**src/rtl/seg_pkg.sv**
```systemverilog
// Shared types and constants for the stopwatch seven-segment controller.
// Segment codes are active-low in {g,f,e,d,c,b,a} order.
package seg_pkg;

   localparam int unsigned DIGITS = 4;

   typedef enum logic [1:0] {
      IDLE  = 2'd0,
      RUN   = 2'd1,
      PAUSE = 2'd2
   } sw_state_t;

   localparam logic [6:0] SEG_0     = 7'b1000000;
   localparam logic [6:0] SEG_1     = 7'b1111001;
   localparam logic [6:0] SEG_2     = 7'b0100100;
   localparam logic [6:0] SEG_3     = 7'b0110000;
   localparam logic [6:0] SEG_4     = 7'b0011001;
   localparam logic [6:0] SEG_5     = 7'b0010010;
   localparam logic [6:0] SEG_6     = 7'b0000010;
   localparam logic [6:0] SEG_7     = 7'b1111000;
   localparam logic [6:0] SEG_8     = 7'b0000000;
   localparam logic [6:0] SEG_9     = 7'b0010000;
   localparam logic [6:0] SEG_BLANK = 7'b1111111;

endpackage

```
**src/rtl/bcd_to_seg.sv**
```systemverilog
// Combinational BCD to active-low seven-segment decoder.
// Non-decimal codes decode to a blank digit.
module bcd_to_seg
   import seg_pkg::*;
(
   input  logic [3:0] bcd_i,
   output logic [6:0] seg_o
);

   always_comb begin
      seg_o = SEG_BLANK;
      case (bcd_i)
         4'd0:    seg_o = SEG_0;
         4'd1:    seg_o = SEG_1;
         4'd2:    seg_o = SEG_2;
         4'd3:    seg_o = SEG_3;
         4'd4:    seg_o = SEG_4;
         4'd5:    seg_o = SEG_5;
         4'd6:    seg_o = SEG_6;
         4'd7:    seg_o = SEG_7;
         4'd8:    seg_o = SEG_8;
         4'd9:    seg_o = SEG_9;
         default: seg_o = SEG_BLANK;
      endcase
   end

endmodule

```
**src/rtl/stopwatch_seg_ctrl.sv**
```systemverilog
// MM:SS stopwatch with run/pause control and a registered, multiplexed
// common-anode seven-segment driver.
module stopwatch_seg_ctrl #(
   parameter int unsigned DIGITS = 4
) (
   input  logic              clk,
   input  logic              rstn,
   input  logic              tick_sec,
   input  logic              tick_scan,
   input  logic              start_stop,
   input  logic              clear,
   output logic [DIGITS-1:0] an,
   output logic [6:0]        seg,
   output logic              dp,
   output logic              running,
   output logic [15:0]       bcd_time
);

   import seg_pkg::*;

   sw_state_t         state_q, state_d;
   logic [3:0]        sec_lo_q, sec_lo_d;
   logic [3:0]        sec_hi_q, sec_hi_d;
   logic [3:0]        min_lo_q, min_lo_d;
   logic [3:0]        min_hi_q, min_hi_d;
   logic [1:0]        idx_q, idx_d;
   logic [DIGITS-1:0] an_q, an_d;
   logic [6:0]        seg_q, seg_d;
   logic              dp_q, dp_d;
   logic              running_q, running_d;
   logic [3:0]        sel_digit;

   // clear has priority over start_stop
   always_comb begin
      state_d = state_q;
      if (clear) begin
         state_d = IDLE;
      end else if (start_stop) begin
         case (state_q)
            IDLE:    state_d = RUN;
            RUN:     state_d = PAUSE;
            PAUSE:   state_d = RUN;
            default: state_d = IDLE;
         endcase
      end
   end

   // Counting looks at the registered state, so a stop pulse still counts
   // its coincident tick and a start pulse does not.
   always_comb begin
      sec_lo_d = sec_lo_q;
      sec_hi_d = sec_hi_q;
      min_lo_d = min_lo_q;
      min_hi_d = min_hi_q;
      if (clear) begin
         sec_lo_d = 4'd0;
         sec_hi_d = 4'd0;
         min_lo_d = 4'd0;
         min_hi_d = 4'd0;
      end else if (state_q == RUN && tick_sec) begin
         if (sec_lo_q == 4'd9) begin
            sec_lo_d = 4'd0;
            if (sec_hi_q == 4'd5) begin
               sec_hi_d = 4'd0;
               if (min_lo_q == 4'd9) begin
                  min_lo_d = 4'd0;
                  min_hi_d = (min_hi_q == 4'd5) ? 4'd0 : min_hi_q + 4'd1;
               end else begin
                  min_lo_d = min_lo_q + 4'd1;
               end
            end else begin
               sec_hi_d = sec_hi_q + 4'd1;
            end
         end else begin
            sec_lo_d = sec_lo_q + 4'd1;
         end
      end
   end

   always_comb begin
      sel_digit = sec_lo_q;
      unique case (idx_q)
         2'd0: sel_digit = sec_lo_q;
         2'd1: sel_digit = sec_hi_q;
         2'd2: sel_digit = min_lo_q;
         2'd3: sel_digit = min_hi_q;
      endcase
   end

   bcd_to_seg u_bcd_to_seg (
      .bcd_i (sel_digit),
      .seg_o (seg_d)
   );

   // Display registers are all built from the current index and count so
   // an, seg and dp switch on the same edge.
   always_comb begin
      idx_d = tick_scan ? idx_q + 2'd1 : idx_q;
      for (int i = 0; i < DIGITS; i++) begin
         an_d[i] = (idx_q != 2'(i));
      end
      dp_d      = ~((idx_q == 2'd2) && (state_q != IDLE));
      running_d = (state_d == RUN);
   end

   always_ff @(posedge clk) begin
      if (!rstn) begin
         state_q   <= IDLE;
         sec_lo_q  <= 4'd0;
         sec_hi_q  <= 4'd0;
         min_lo_q  <= 4'd0;
         min_hi_q  <= 4'd0;
         idx_q     <= 2'd0;
         an_q      <= '1;
         seg_q     <= SEG_BLANK;
         dp_q      <= 1'b1;
         running_q <= 1'b0;
      end else begin
         state_q   <= state_d;
         sec_lo_q  <= sec_lo_d;
         sec_hi_q  <= sec_hi_d;
         min_lo_q  <= min_lo_d;
         min_hi_q  <= min_hi_d;
         idx_q     <= idx_d;
         an_q      <= an_d;
         seg_q     <= seg_d;
         dp_q      <= dp_d;
         running_q <= running_d;
      end
   end

   assign an       = an_q;
   assign seg      = seg_q;
   assign dp       = dp_q;
   assign running  = running_q;
   assign bcd_time = {min_hi_q, min_lo_q, sec_hi_q, sec_lo_q};

endmodule

```
**config.mk**
```make
export PLATFORM = sky130hd
export DESIGN_NAME = stopwatch_seg_ctrl
export DESIGN_NICKNAME = d
export VERILOG_FILES = /design/src/rtl/seg_pkg.sv /design/src/rtl/bcd_to_seg.sv /design/src/rtl/stopwatch_seg_ctrl.sv
export SDC_FILE = /design/constraint.sdc
export NUM_CORES = 1
export LEC_CHECK = 0
export CELL_PAD_IN_SITES_DETAIL_PLACEMENT = 0
export CELL_PAD_IN_SITES_GLOBAL_PLACEMENT = 1
export CORE_ASPECT_RATIO = 1.2
export CORE_MARGIN = 5
export CORE_UTILIZATION = 39
export DETAILED_ROUTE_END_ITERATION = 8
export GPL_TIMING_DRIVEN = 0
export PLACE_DENSITY = 0.85
export SLEW_MARGIN = 10
export SYNTH_ARGS = -nofsm -noshare
export SYNTH_HDL_FRONTEND = slang
export SYNTH_SLANG_ARGS = --single-unit
```
**constraint.sdc**
```tcl
create_clock -name clk -period 5.5 [get_ports clk]
set_input_delay 0.55 -clock clk [delete_from_list [all_inputs] [get_ports clk]]
set_output_delay 0.55 -clock clk [all_outputs]
set_load 0.01 [all_outputs]
```
# Word-level counts from Yosys, hierarchy flattened
# Memories as Yosys holds them, arrays and structs flattened. A register that Yosys moved wholly into a read port is not among the register bits.
# Index checks and enable logic that the tools add are counted.
# W data, S select, Z words.
dict set report totals {
  ff_bits 26
  latch_bits 0
  mem_bits_rw 0
  rom_bits 112
  wordCells 50
  n_memories 1
}
# memory depth width rd rd_ports_with_merged_regs wr line
set memory_table {}
lappend memory_table {{(name not given)} 16 7 1 1 0 bcd_to_seg.sv:12} ;# case (bcd_i)
dict set report op_classes {
  addsub 5
  mul 0
  div_mod_pow 0
  magnitude_cmp 0
  n_eq_ne 13
  shifts 0
  n_mux 8
  bitwise 2
  reduce_logical 12
}
# operator n
set ops {}
lappend ops {{$add A4 B1 Y4 const B} 4}
lappend ops {{$mux W4} 4}
lappend ops {{$pmux W4 S4} 1}
lappend ops {{$eq A4 B3 Y1 const B} 2}
lappend ops {{$eq A4 B4 Y1 const B} 2}
lappend ops {{$eq A2 B1 Y1 const B} 3}
lappend ops {{$eq A2 B2 Y1 const B} 3}
lappend ops {{$logic_not A2 Y1} 2}
lappend ops {{$mux W2} 2}
lappend ops {{$ne A2 B2 Y1 const B} 2}
lappend ops {{$pmux W2 S2} 1}
lappend ops {{$reduce_and A4 Y1} 1}
lappend ops {{$reduce_bool A2 Y1} 2}
lappend ops {{$reduce_or A2 Y1} 2}
lappend ops {{$reduce_and A3 Y1} 1}
lappend ops {{$add A2 B1 Y2 const B} 1}
lappend ops {{$logic_and A1 B1 Y1} 2}
lappend ops {{$ne A2 B1 Y1 const B} 1}
lappend ops {{$not A1 Y1} 2}
lappend ops {{$reduce_and A2 Y1} 1}
lappend ops {{$logic_not A1 Y1} 1}

# Longest topological paths before layout
# Gate-level depths: netlist of the first run.
dict set report depth {
  word_depth 6
  ltp_mapped 8
  ltp_nobuf 8
}

# Hierarchy
# A second synthesis of the first run with hierarchy kept.
dict set report unflattened {
  cells_unflattened 185
  hier_area_um2 1667.8
}
# mod n_inst cells_each area_per_inst_um2
set modules_own_cells {}
lappend modules_own_cells {stopwatch_seg_ctrl 1 152 1457.6}
lappend modules_own_cells {bcd_to_seg 1 33 210.2}

# Least setup slack after synthesis of the first run
# No wires, ideal clock.
dict set report synth_path {
  kind {register -> register}
  startpoint {register idx_q[0]}
  endpoint {register seg_q[1], in the netlist seg[1]}
  setup_ns 0.074
  t_arrival_ns 1.830
  t_required_ns 5.426
  slack_ns 3.596
  path_stages_with_launch 9
  n_path_buf 1
  period_less_slack_ns 1.904
  cell_sequence {dfxtp_1 inv_1 ha_1 clkbuf_1 mux2i_1 inv_1 ha_1 and2_1 o21ai_0}
}
dict set report synth_between {
  elab_chain_len 2
  word_cells_on_any_way 5
  cone_classes {eq/ne: 3; mux: 1; reduce/logical: 1}
}
# element line
set synth_rtl {}
lappend synth_rtl {{start: declaration} stopwatch_seg_ctrl.sv:26} ;# logic [1:0] idx_q, idx_d;
lappend synth_rtl {{start signal: assignment} stopwatch_seg_ctrl.sv:124} ;# idx_q <= idx_d;
lappend synth_rtl {{$eq A2 B2 Y1 (tied with other cells)} stopwatch_seg_ctrl.sv:82} ;# unique case (idx_q)
lappend synth_rtl {{$pmux W4 S4 *} stopwatch_seg_ctrl.sv:82}
lappend synth_rtl {{end: declaration} stopwatch_seg_ctrl.sv:28} ;# logic [6:0] seg_q, seg_d;
# Every way passes the cells marked *; elsewhere a longest branch is shown, timed or not.
# A chain may end at the register's enable or synchronous reset.

# Worst setup path after layout of the first run
dict set report layout_path {
  startpoint {register idx_q[0]}
  endpoint {register seg_q[6], in the netlist seg[6]}
}
# Same word-level chain as after synthesis.

==> results of run 1 <==
[layer usage]
layer / vias to the layer above / track usage [%] / part of all wire (%)
li1: 703 / - / -
met1: 622 / 19.0 / 48
met2: 33 / 20.4 / 46
met3: 6 / 3.94 / 4.5
met4: 0 / 7.36 / 1.8
met5: - / 0 / 0
[cell families (layout without fill, tap and decap cells)]
kind of cell	count (synthesis)	count (layout)	share of synthesized area, %
flip-flops	33	33	41.6
AO/OA/AOI/OAI	39	39	15.6
XOR/XNOR	6	6	3.31
AND/OR/NAND/NOR	61	61	22.2
adder cells (fa/ha/maj)	8	8	6.31
buffers and inverters	17	59	4.97
multiplexers	9	9	5.91
[stage by stage]
| step | std cells | util (%) |
|---|---|---|
| floorplan | 173 | - |
| global placement | 261 | 50.6 |
| detailed placement | 261 | 50.6 |
| CTS | 269 | 53.2 |
| global route | 269 | 53.2 |
| finish | 269 | 53.2 |
[power groups by stage]
| stage | clock network, mW | logic (mW) | registers (mW) |
|---|---|---|---|
| after floorplan | 0 | 0.0206 | 0.257 |
| after global placement | 0 | 0.0416 | 0.254 |
| after detailed placement | 0 | 0.0420 | 0.254 |
| after CTS | 0.205 | 0.0422 | 0.249 |
| after global routing | 0.216 | 0.0463 | 0.249 |
| final | 0.198 | 0.0417 | 0.249 |
[registers in the layout, summed over array words and instances, names as in the netlist]
name      count
an            4
seg           7
sec_lo_q      4
dp            1
sec_hi_q      4
idx_q         2
min_hi_q      4
running       1
state_q       2
min_lo_q      4
[layout make-up]
type,instances,area share [%]
buffer,6,1.79
clock inverter,1,0.239
sequential,33,31.5
tap,54,3.22
timing repair buffer,34,16.2
clock buffer,7,4.60
multi-input combinational,123,40.4
inverter,11,1.97
[cell usage in the layout, fill, tap and decap left out, types with 6 or more instances in the layout]
cell type | netlist | routed
inv_1 | 11 | 11
clkbuf_8 | 0 | 7
nand2_1 | 16 | 16
ha_1 | 8 | 8
mux2i_1 | 6 | 6
o21ai_0 | 10 | 10
nand3_1 | 7 | 7
a21oi_1 | 13 | 13
clkdlybuf4s50_1 | 0 | 34
nor2_1 | 12 | 12
dfxtp_1 | 33 | 33
[how the worst min path moves through the flow]
stage                               end                      from  slack [ps]  cells after the start
2_1_floorplan             dp$_SDFF_PN1_     state_q[1]$_SDFF_PN0_         470                      1
3_3_place_gp              dp$_SDFF_PN1_     state_q[1]$_SDFF_PN0_         510                      1
3_5_place_dp   min_hi_q[3]$_SDFFE_PP0P_  min_hi_q[3]$_SDFFE_PP0P_         520                      2
4_1_cts        min_hi_q[3]$_SDFFE_PP0P_  min_hi_q[3]$_SDFFE_PP0P_         530                      2
5_1_grt                   dp$_SDFF_PN1_     state_q[1]$_SDFF_PN0_         560                      1
6_report       min_hi_q[3]$_SDFFE_PP0P_  min_hi_q[3]$_SDFFE_PP0P_         530                      2
[worst min-delay path, cell delays in order (launching register included)]
cell and delay [ps]:
dfxtp_1 350, o31ai_1 80, a21oi_1 60
==> metrics.cfg, run 1 <==
[outcome]
outcome = complete, no violations

[synthesis]
synth_area_leader_cell = dfxtp_1
synthFlopType = dfxtp_1
yosysSeqAreaShare_pct = 41.6
synth_async_sr_flop_share_pct = 0
synth-edff-count = 0
synth_commonest_cells = dfxtp_1 (33), nand2_1 (16), a21oi_1 (13)
netlist_top_cells_area = dfxtp_1 (42%), ha_1 (6.3%), a21oi_1 (4.1%), mux2i_1 (3.8%), nand2_1 (3.8%)
ys_warn_count = 0
synth_cells = 173
yosysMostFrequentCell = dfxtp_1
netlist-cell-type-count = 37
synth_nets = 187
synth_seq_cells = 33
syn_area_sq_um = 1590
synth.top_cell.area_share_pct = 41.6
syn_avg_cell_area_sq_um = 9.17

[placed_design]
place.gp.congestion = 0.826
placed_cell_area_sq_um = 1990
io_buffers = 34
place_ws_ps = 3240
dp_hpwl_microns = 2500

[setup_path]
timing.rr.end = seg[6]$_SDFF_PN1_
crit_start = idx_q[0]$_SDFFE_PN0P_
reg2reg_depth = 7
endpoint_kind = flip-flop
r2r-start = idx_q[0]$_SDFFE_PN0P_
cp.depth = 7
cp_common_cell = ha_1
cp-start-kind = flip-flop
critPathCapture = seg[6]$_SDFF_PN1_
cp_slowest_cell = dfxtp_1
worstPathCellList = inv_1, ha_1, a222oi_1, mux2i_1, ha_1, nor3_1, a22oi_1
slowest_delay_ps = 410
cp.required_ps = 5650
cp_max_fo = 7
path_delay_family = adder cells
crit_arrival_ps = 2340
rrSetupSlack_ps = 3310
path_class = reg -> reg
path_buf_inv = 1

[power]
power.total_mw = 0.488
vdd_drop_max_mv = 0.122
power_density_nw_per_um2 = 233
internal_power_mw = 0.380
pwr-share-comb_pct = 8.5
power_switching_mw = 0.109
leakage_nw = 0.758
p_clk_share_pct = 40.5
netSwitchingFraction_pct = 22.3
pwr-share-seq_pct = 50.9

[final_layout]
n_fill_cell = 379
nets = 228
multi_input_area_sq_um = 847
seq_area_sq_um = 661
n_antenna_cell = 0
areaGrowthSynthToFinish_pct = 32.1
layout-drive-gt1-share_pct = 7.44
design_area_sq_um = 2100

[detailed_routing]
wl_microns = 3420
drt-vias-per-instance = 5.07
drt_pre_antenna_iters = 4
drtAntennaViolNets = 0
drc = 0
drt-initial-drc-count = 90
vias = 1364
wl_per_cell_microns = 12.7

[cts]
tritoncts = done
clk_path_buf_depth = 2
cts_buffers = 5
ctsRootBufferMaster = clkbuf_8
clkTransAtPathRegs_ps = 70
post_cts_buffers = 0
htree_levels = 2
postCtsHoldBufs = 0
cts_resized = 0
cts.sinks = 33
clock_latency_ps = 290

[sta]
relSlewSlack_pct = 60.7
min_period_over_period_pct = 39.9
setup_viol = 0
layout_setup_ws_ps = 3310
skew_ps = 6.55
whs_ps = 526
rsz0062_at_grt = no
period_needed_ps = 2190
fin_setup_tns_ps = 0
worstMarginPinSlew_ps = 573
finalHoldViolCount = 0
maxSlewViolCount = 0
max_freq_mhz = 456

[die]
die_w_microns = 68.2
die_area_sq_um = 5450
coreArea_sq_um = 3940
num_rows = 25
ios = 35
initial_core_util_pct = 40.3
die_height_microns = 79.9

[global_route]
grt_max_degree = 11
grt_pass1_vias = 1251
grt_usage_pct = 14.2
grt_first_pass_wirelength_microns = 5820
antenna_found_initial = 0
grt_overflow_total = 0

[job]
max_cap_viol_count = 0

[worst_hold_path]
min_path_type = reg -> reg

Power figures use the tool's default switching activity.
==> run 2: changes to the inputs <==
- CORE_UTILIZATION: 39 -> 34
- PLACE_DENSITY: 0.85 -> 0.78
- clock period: 5.5 -> 1.8 ns (I/O delays scaled with it)
==> run 2 against run 1 <==
The flow now finishes with violations (negative setup slack); clock skew rose by 2.3 ps; non-clock buffer count grew 7; clock-buffer cell count did not move; combinational power rose to 4.0 times the previous value; critical endpoint is now seg[1]$_SDFF_PN1_; largest power group unchanged.
==> metrics.cfg, run 2 (synthesis gave the netlist of run 1 again) <==
[setup_path]
endpoint_kind = flip-flop
rrSetupSlack_ps = -120  ; -3420 ps
cp_slowest_cell = a222oi_1
path_buf_inv = 2  ; +1
cp.required_ps = 2020  ; -3630 ps
cp-start-kind = flip-flop
crit_arrival_ps = 2140  ; -200 ps
path_class = reg -> reg
path_delay_family = compound AO/OA/AOI/OAI gates
slowest_delay_ps = 490  ; +80 ps
cp_common_cell = ha_4
cp_max_fo = 5  ; -2
worstPathCellList = inv_4, ha_4, a222oi_1, mux2i_4, inv_2, ha_4, and2_4, o21ai_2

[final_layout]
final_cell_mix = clkdlybuf4s50_1 (34), dfxtp_1 (31), nand2_1 (16), a21oi_1 (13), nor2_1 (12)
post-route-util_pct = 51.1  ; -2.0 points
largest_reg_flops = 7  ; unchanged
mostFrequentLayoutCell = clkdlybuf4s50_1
areaGrowthSynthToFinish_pct = 47.0
n_antenna_cell = 0  ; unchanged
layout-drive-gt1-share_pct = 19.8  ; +12 points
nets = 235  ; +3.1%

[cts]
clock_latency_ps = 290  ; about the same
htree_levels = 2  ; unchanged
cts.sinks = 33  ; unchanged
clkTransAtPathRegs_ps = 70  ; about the same
tritoncts = done
ctsRootBufferMaster = clkbuf_8
cts_buffers = 5  ; unchanged
postCtsHoldBufs = 0  ; unchanged
clk_path_buf_depth = 2  ; unchanged

[detailed_routing]
drtAntennaViolNets = 0  ; unchanged
drt-vias-per-instance = 5.13  ; +1.2%
wl_per_cell_microns = 14.0  ; +9.8%
drt-initial-drc-count = 100  ; +11%
drt_pre_antenna_iters = 7  ; +3
wl_microns = 3910  ; +14%
vias = 1437  ; +5.4%
drc = 0  ; unchanged

[die]
coreArea_sq_um = 4560  ; +16%
num_rows = 27  ; +8.0%
die_w_microns = 72.4  ; +6.1%
die_area_sq_um = 6140  ; +13%
ios = 35  ; unchanged
initial_core_util_pct = 34.8  ; -5.5 points
die_height_microns = 84.8  ; +6.2%

[sta]
fin_setup_tns_ps = -594  ; -594 ps
period_needed_ps = 1920  ; -277 ps
worstMarginPinSlew_ps = 543  ; -29.9 ps
min_period_over_period_pct = 106  ; +67 points
skew_ps = 8.82  ; +2.28 ps
finalHoldViolCount = 0  ; unchanged
setup_viol = 7  ; +7
max_freq_mhz = 522  ; +14%
maxSlewViolCount = 0  ; unchanged
layout_setup_ws_ps = -116  ; -3420 ps
relSlewSlack_pct = 63.8  ; +3.1 points
rsz0062_at_grt = yes

[global_route]
grt_pass1_vias = 1349  ; +7.8%
grt_first_pass_wirelength_microns = 6480  ; +11%
antenna_found_initial = 0  ; unchanged
grt_max_degree = 11  ; unchanged
grt_overflow_total = 0  ; unchanged
grt_usage_pct = 13.6  ; -0.59 points

[placed_design]
place_ws_ps = -237  ; -3480 ps
place.gp.congestion = 0.770  ; -6.8%
io_buffers = 34  ; unchanged
dp_hpwl_microns = 2660  ; +6.3%

[power]
power.total_mw = 1.65  ; +240%
power_density_nw_per_um2 = 708  ; +200%
vdd_drop_max_mv = 0.360  ; +200%
leakage_nw = 0.800  ; +5.7%

[outcome]
outcome = finished with violations
violations = negative setup slack

[worst_hold_path]
min_path_type = reg -> reg

[job]
max_cap_viol_count = 0  ; unchanged

run 2: through the flow:
step	cell area, sq um	instances	hold slack, ps
after global placement	2020	265	501
after detailed placement	2020	265	501
final	2330	280	523
after global routing	2330	280	541
after floorplan	1610	173	317
after CTS	2260	278	522
run 2: cell type report:
cell class                      instances  area (sq um)
Clock buffer                            7          86.3
Clock inverter                          1          30.0
Inverter                               11          43.8
Tap cell                               58          72.6
Buffer                                  6          41.3
Fill cell                             435          2230
Sequential cell                        33           668
Multi-Input combinational cell        123           986
Timing Repair Buffer                   41           404
run 2: worst reg2reg max path, delay by kind of cell, from the launching register on:
kind / cells / cell delay (ps)
compound gates: 2 / 580
flops: 1 / 410
fa+ha+maj: 2 / 380
buf+inv: 2 / 190
mux: 1 / 160
simple gates: 1 / 130
run 2: power by group:
| part | leakage (nW) | switching, mW | total, mW | internal [mW] |
|---|---|---|---|---|
| Clock | 0.0585 | 0.269 | 0.721 | 0.451 |
| Sequential | 0.271 | 0.0153 | 0.766 | 0.751 |
| Combinational | 0.471 | 0.0762 | 0.165 | 0.0884 |
run 2: layer usage:
metal	GRT usage [%]	part of all wire (%)	up-vias	wire (microns)
li1	-	-	715	-
met1	16.3	43	685	1660
met2	21.9	50	30	1960
met3	4.15	5.0	7	194
met4	6.67	2.1	0	83
met5	0	0	-	0
run 2: what timing repair did:
action,in CTS,in global routing
pin swaps,7,5
setup buffers,5,2
endpoints found under the setup margin,7,10
resized for setup,23,11
run 2: path summary, 6_finish.rpt:
path / from / to / cells past startpoint
setup / recovery: idx_q[0]$_SDFFE_PN0P_ / seg[1]$_SDFF_PN1_ / 8
hold / removal: state_q[1]$_SDFF_PN0_ / dp$_SDFF_PN1_ / 1
hold reg to reg: state_q[1]$_SDFF_PN0_ / dp$_SDFF_PN1_ / 1
setup reg to reg: idx_q[0]$_SDFFE_PN0P_ / seg[1]$_SDFF_PN1_ / 8
